## src/rtl/tdm_demux2to1b4.sv

```systemverilog
// Receive side of the 2:1 TDM bus: rebuilds aligned A/B word pairs from the
// tagged shared bus and tracks out-of-order tags with a sticky flag and counter.
module tdm_demux2to1b4 #(
  parameter int unsigned WIDTH = 4,
  parameter int unsigned CNT_W = 8
) (
  input  logic             clk,
  input  logic             rst,
  input  logic             in_valid,
  input  logic             ctrl,
  input  logic [WIDTH-1:0] D,
  input  logic             sync,
  input  logic             err_clr,
  output logic [WIDTH-1:0] A_out,
  output logic [WIDTH-1:0] B_out,
  output logic             pair_valid,
  output logic             phase,
  output logic             err,
  output logic [CNT_W-1:0] err_cnt
);

  localparam logic [CNT_W-1:0] CNT_MAX = {CNT_W{1'b1}};

  typedef enum logic {
    WAIT_A = 1'b0,
    WAIT_B = 1'b1
  } state_t;

  state_t             state_q;
  state_t             state_d;
  state_t             cur_state_c;
  logic [WIDTH-1:0]   a_stg_q;
  logic [WIDTH-1:0]   a_stg_d;
  logic [WIDTH-1:0]   a_out_d;
  logic [WIDTH-1:0]   b_out_d;
  logic               pair_valid_d;
  logic               seq_err_c;
  logic               err_d;
  logic [CNT_W-1:0]   err_cnt_d;

  // State register and all registered outputs.
  always_ff @(posedge clk) begin
    if (rst) begin
      state_q    <= WAIT_A;
      a_stg_q    <= '0;
      A_out      <= '0;
      B_out      <= '0;
      pair_valid <= 1'b0;
      err        <= 1'b0;
      err_cnt    <= '0;
    end else begin
      state_q    <= state_d;
      a_stg_q    <= a_stg_d;
      A_out      <= a_out_d;
      B_out      <= b_out_d;
      pair_valid <= pair_valid_d;
      err        <= err_d;
      err_cnt    <= err_cnt_d;
    end
  end

  // sync re-frames before the same-cycle word is evaluated.
  always_comb begin
    cur_state_c = sync ? WAIT_A : state_q;
  end

  // Next-state, staging and pair assembly.
  always_comb begin
    state_d      = cur_state_c;
    a_stg_d      = a_stg_q;
    a_out_d      = A_out;
    b_out_d      = B_out;
    pair_valid_d = 1'b0;
    seq_err_c    = 1'b0;

    if (in_valid) begin
      unique case (cur_state_c)
        WAIT_A: begin
          if (!ctrl) begin
            a_stg_d = D;
            state_d = WAIT_B;
          end else begin
            seq_err_c = 1'b1;
            state_d   = WAIT_A;
          end
        end
        WAIT_B: begin
          if (ctrl) begin
            a_out_d      = a_stg_q;
            b_out_d      = D;
            pair_valid_d = 1'b1;
            state_d      = WAIT_A;
          end else begin
            // Repeated A: newest word replaces the staged one.
            a_stg_d   = D;
            seq_err_c = 1'b1;
            state_d   = WAIT_B;
          end
        end
        default: state_d = WAIT_A;
      endcase
    end
  end

  // Error flag and saturating counter; a new error outranks a clear.
  always_comb begin
    err_d     = err;
    err_cnt_d = err_cnt;
    if (seq_err_c) begin
      err_d = 1'b1;
      if (err_clr) begin
        err_cnt_d = CNT_W'(1);
      end else if (err_cnt != CNT_MAX) begin
        err_cnt_d = err_cnt + CNT_W'(1);
      end
    end else if (err_clr) begin
      err_d     = 1'b0;
      err_cnt_d = '0;
    end
  end

  assign phase = (state_q == WAIT_B);

endmodule

```

## config.mk

```make
export PLATFORM = sky130hd
export DESIGN_NAME = tdm_demux2to1b4
export DESIGN_NICKNAME = d
export VERILOG_FILES = /design/src/rtl/tdm_demux2to1b4.sv
export SDC_FILE = /design/constraint.sdc
export NUM_CORES = 1
export LEC_CHECK = 0
export BUFFER_PORTS_ARGS = -buffer_cell sky130_fd_sc_hd__buf_4
export CORE_MARGIN = 2
export CORE_UTILIZATION = 50
export DETAILED_ROUTE_END_ITERATION = 8
export PLACE_DENSITY = 0.75
export REMOVE_ABC_BUFFERS = 1
export SYNTH_ARGS = -nofsm -noshare
export SYNTH_HDL_FRONTEND = slang
export SYNTH_SLANG_ARGS = --single-unit
```

## constraint.sdc

```tcl
create_clock -name clk -period 1.5 [get_ports clk]
set_clock_uncertainty 0.1 [all_clocks]
set_input_delay 0.225 -clock clk [delete_from_list [all_inputs] [get_ports clk]]
set_output_delay 0.225 -clock clk [all_outputs]
set_load 0.03 [all_outputs]
```

# --- Yosys cells after proc, flatten, opt, wreduce, memory -nomap -nowiden ---
# Cells that the tools add are included.
classes:
  n_reduce_logical: 6
  n_bitwise: 3
  addsub: 1
  muxes: 13
  eq_ne: 1
op_table:
  columns: ["operator", "n"]
  rows:
  - ["2-to-1 mux 8 bit", 4]
  - ["adder 8 x 1 -> 8 bit, second input constant", 1]
  - ["!= test 8 bit, second input constant", 1]
  - ["2-to-1 mux 1 bit", 7]
  - ["2-to-1 mux 4 bit", 1]
  - ["AND reduction 2 bit", 2]
  - ["nonzero test 2 bit", 2]
  - ["inverter 1 bit", 3]
  - ["AND reduction 3 bit", 1]
  - ["OR reduction 3 bit", 1]
  - ["one-hot mux 1 bit (2 select lines)", 1]
totals:
  in_bits: 10
  ff_bits: 23
  out_inout_bits: 19

# --- Depth between registers and ports, before layout ---
depth:
  word_depth: 6
  mapped_depth: 6
  depth_no_buf: 5

# --- Worst setup path after synthesis ---
# Ideal clock, no wire load.
synth_path:
  path_kind: "register -> register"
  from: "reg state_q (netlist: phase)"
  to: "reg err_cnt[5]"
  slack_ps: -138
  path_buffers: 1
  stages_incl_launch_ff: 6
  setup_ps: 79
  t_required_ps: 1321
  t_arrival_ps: 1459
  synth_period_minus_slack_ps: 1638
  cell_sequence: "dfxtp_1 nor2b_4 mux2i_4 buf_6 a41oi_2 a211oi_2"
synth_between:
  elab_chain_cells: 6
  elab_cells_between_ends: 7
synth_rtl:
  columns: ["element", "line_no", "text"]
  rows:
  - ["start: declaration", "29", "state_t state_q;"]
  - ["start signal: assignment", "52", "state_q <= state_d;"]
  - ["2-to-1 mux 1 bit *", "64", "cur_state_c = sync ? WAIT_A : state_q;"]
  - ["inverter 1 bit (no line)", null, null]
  - ["one-hot mux 1 bit (2 select lines) *", "77", "unique case (cur_state_c)"]
  - ["2-to-1 mux 1 bit *", "76", "if (in_valid) begin"]
  - ["nonzero test 2 bit (no line)", null, null]
  - ["AND reduction 2 bit (no line)", null, null]
  - ["end signal: assignment", "58", "err_cnt <= err_cnt_d;"]
  - ["end: declaration", "19", "output logic [CNT_W-1:0] err_cnt"]
# Every way passes the cells marked *; elsewhere a longest branch is shown, timed or not.
# A chain may end at the register's enable or synchronous reset.

# --- Worst setup path in the final report ---
layout_path:
  from: "reg state_q (netlist: phase)"
  to: "reg err_cnt[0]"
# Same word-level chain as after synthesis.

==> run summary <==
Setup total negative slack on the finished layout was measured at 0 ns. The post-route fraction of the period consumed by the critical path came out at 0.9513. The total global routing track utilization is 0.2004.

The number of storage elements in the synthesis netlist is 23, and the overall routed net length is 2.377 mm. The critical-path maximum fanout is 3, and the setup violation total in the final timing report is 0. Number of routed nets with antenna violations: 0. The worst setup path is launched from a flip-flop. The run gives 0 as the count of max-cap constraint violations. The netlist uses 32 different library cells. Pin placement for this block handled 29 I/O pins.

The flow ran to the end, and the final reports show no timing, DRC or antenna violations. 0 antenna diodes ended up in the layout. The utilization after layout was 0.6881. The clock buffer count from CTS was 3; the internal power of the cells was 0.7793 mW. In this run the tool buffered the top-level ports with 28 buffer cells.

The logs give 1.61 ns for the worst path required time and 168 for the total instance count after detailed placement. The HPWL after detailed placement is 1.607 mm. The share of post-route cells with drive strength above 1 is 0.3605, and the floorplan die width is 49.19 um.

The die covers 2420 sq um. The tools report the number of nets at the end of the flow as 159. The post-synthesis instance total was 113. The starting density of the core is 0.5258, and the post-place setup slack is 0.02352 ns.

The logs give 0.7744 for the tightest slew margin relative to the limit and 2 for the deepest clock path buffer count. The first global-routing pass estimated 3.801 mm of wire. The first TritonRoute pass finished after 6 iterations. Floorplan die height: 49.19 um. The H-tree depth reported by CTS came out at 1. After detailed routing, the number of remaining DRC violations is 0. The number of global-route vias before repair was 895.

The mapped netlist covers 1021 sq um. The switching share of power is 0.2500, and the largest incremental delay on the critical path is 0.39 ns. Type of the worst setup path: flip-flop to flip-flop. The number of DRC markers in iteration 0 is 21, and the minimum clock period is 1.427 ns.

Setup repair after global routing left no endpoint under its margin. Compared with the post-synthesis result, the final layout area differs by 30.88%. The detailed router placed 954 vias in this run.

TritonCTS built the clock tree. The count of clock tree sinks was 23; the wire length per cell was 13.66 um. The critical path goes through nor2b_4 > mux2_2 > o21ai_1 > a21oi_1. The worst-case IR drop observed on VDD is 0.0006365 V.

The register share of total power is 0.605, and the power density over cell area is 777.6 nW/um^2. The clock input transition at the sequential cells of the worst setup and hold paths works out to 0.13 ns. STA classifies the critical path endpoint as a flip-flop. The number of rows created at floorplan came out at 16. The tools report the sequential fraction of the synthesis area as 0.4510. In this run the mean area of a mapped cell was 9.035 sq um. After clock tree synthesis, the flow added hold-fix buffers numbering 0.

For this design, the slowest cell found on the critical path is mux2_2. For the total core area, the log shows 1942 sq um. The tools report the worst path arrival time as 1.54 ns.

The logs give 0.117 for the share of total power in combinational logic and 0.8393 for the weighted congestion reported at the end of routability-driven placement. The run gives 0.07308 ns as the final worst slack. After global routing the overflow that remains totals 0. The logs give 0.279 for the relative contribution of the clock network to total power and 0.2598 mW for the net switching component of the power. The Yosys step of the flow raised 0 warnings.

The leakage power figure was 0.5752 nW; the count of non-filler cells in the finished layout was 174. At the pin with the least slew margin, the transition time is 0.3375 ns. Layout filler cell count: 165.

The number of antenna violations at the first check in global routing was 0. The clock latency on the worst-skew pair was 0.31 ns. In this run the worst hold path is classified as primary input to flip-flop. Using the TritonRoute via totals, the vias-per-cell ratio works out to 5.483.

The hold violation total from the final report was 0; the max-slew violation count was 0. The cell at the root of the clock tree is clkbuf_4. Derived from the worst setup path, the maximum achievable clock frequency is 0.7008 GHz. Entering global routing, the biggest net connects 20 pins.
cell usage in the layout, fill, tap and decap left out, types with 2 or more instances in the layout:
cell / synthesis / layout
buf_4: 1 / 36
dfxtp_1: 23 / 22
nand2_1: 20 / 20
a21oi_1: 13 / 13
nor2_1: 7 / 7
mux2i_1: 5 / 5
and3_1: 5 / 4
nand2b_1: 3 / 3
a31oi_1: 3 / 3
nand4_1: 3 / 3
o21ai_1: 0 / 3
clkbuf_4: 0 / 3
nor2b_1: 2 / 2
nand3_1: 2 / 2
flip-flops by register name, indices dropped and copies added (netlist names):
| signal | cells |
|---|---|
| err_cnt | 8 |
| A_out | 4 |
| B_out | 4 |
| a_stg_q | 4 |
| err | 1 |
| pair_valid | 1 |
| phase | 1 |
metal layers:
layer	GRT usage	share of wire	vias up
met5	0	0	-
met4	0.07143	0.018	0
met3	0.04294	0.043	5
met2	0.3784	0.54	27
li1	-	-	464
met1	0.2155	0.40	458
stage by stage:
stage / area (sq um) / hold slack, ns / total power, mW
final: 1336 / 0.04212 / 1.039
after global routing: 1336 / 0.05231 / 1.069
after CTS: 1326 / 0.05215 / 1.039
after detailed placement: 1271 / 0.3479 / 0.7490
after global placement: 1271 / 0.3398 / 0.7460
after floorplan: 974.7 / 0.1941 / 0.6947
synthesized netlist by cell type (all sizes together):
library cell	n	area, sq um
nand2	20	75.07
nor3	1	10.01
nand4	3	18.77
and2	1	6.260
nand2b	3	18.77
and3	5	31.28
mux2	1	11.26
or3	1	6.260
a31oi	3	18.77
o21ai	4	20.02
nor2b	3	26.27
nand3	2	10.01
and4	2	17.52
buf	5	38.78
a21oi	13	65.06
nor3b	1	7.510
and4b	1	10.01
nand3b	1	7.510
ha	1	12.51
clkbuf	2	7.510
mux2i	6	72.57
or2	1	6.260
nor2	7	26.28
dfxtp	23	460.4
a211oi	2	20.02
a41oi	1	16.27
power groups by stage:
stage	registers, mW	logic [mW]	clock network (mW)
floorplan	0.654	0.0412	0
global placement	0.641	0.105	0
detailed placement	0.642	0.107	0
CTS	0.628	0.118	0.293
global route	0.630	0.130	0.310
finish	0.628	0.121	0.290
worst max-delay path: cells and delay by family (launching register included):
kind | cells | cell delay (ns)
compound gates | 2 | 0.30
simple gates | 1 | 0.19
mux | 1 | 0.39
flops | 1 | 0.35
kinds of logic after synthesis:
logic type,after synthesis,share of synthesized area
compound gates,23,0.1373
fa+ha+maj,1,0.01225
buf+inv,7,0.04534
flops,23,0.4510
mux,7,0.08211
simple gates,52,0.2721
worst paths after layout:
check,start,end,slack [ns],depth (start not counted)
worst max register to register,phase,err_cnt[0],0.07,4
worst min-delay path,D[1],a_stg_q[1],0.04,3
worst min register to register,a_stg_q[2],A_out[2],0.36,2
worst max-delay path,phase,err_cnt[0],0.07,4
layout make-up:
cell class / count / area [sq um] / area share
Multi-Input combinational cell: 83 / 523.0 / 0.3914
Timing Repair Buffer: 37 / 290.3 / 0.2172
Clock buffer: 3 / 22.52 / 0.01685
Sequential cell: 23 / 461.7 / 0.3455
Clock inverter: 1 / 5.005 / 0.003745
Tap cell: 27 / 33.78 / 0.02528
timing repair:
action | in CTS | in global routing
gates cloned | 0 | 0
endpoints found under the hold margin | 0 | 0
buffers inserted | 2 | 0
gates resized for setup | 0 | 9
setup endpoints to repair | 1 | 8
No activity file was read; power rests on OpenSTA's default activity.
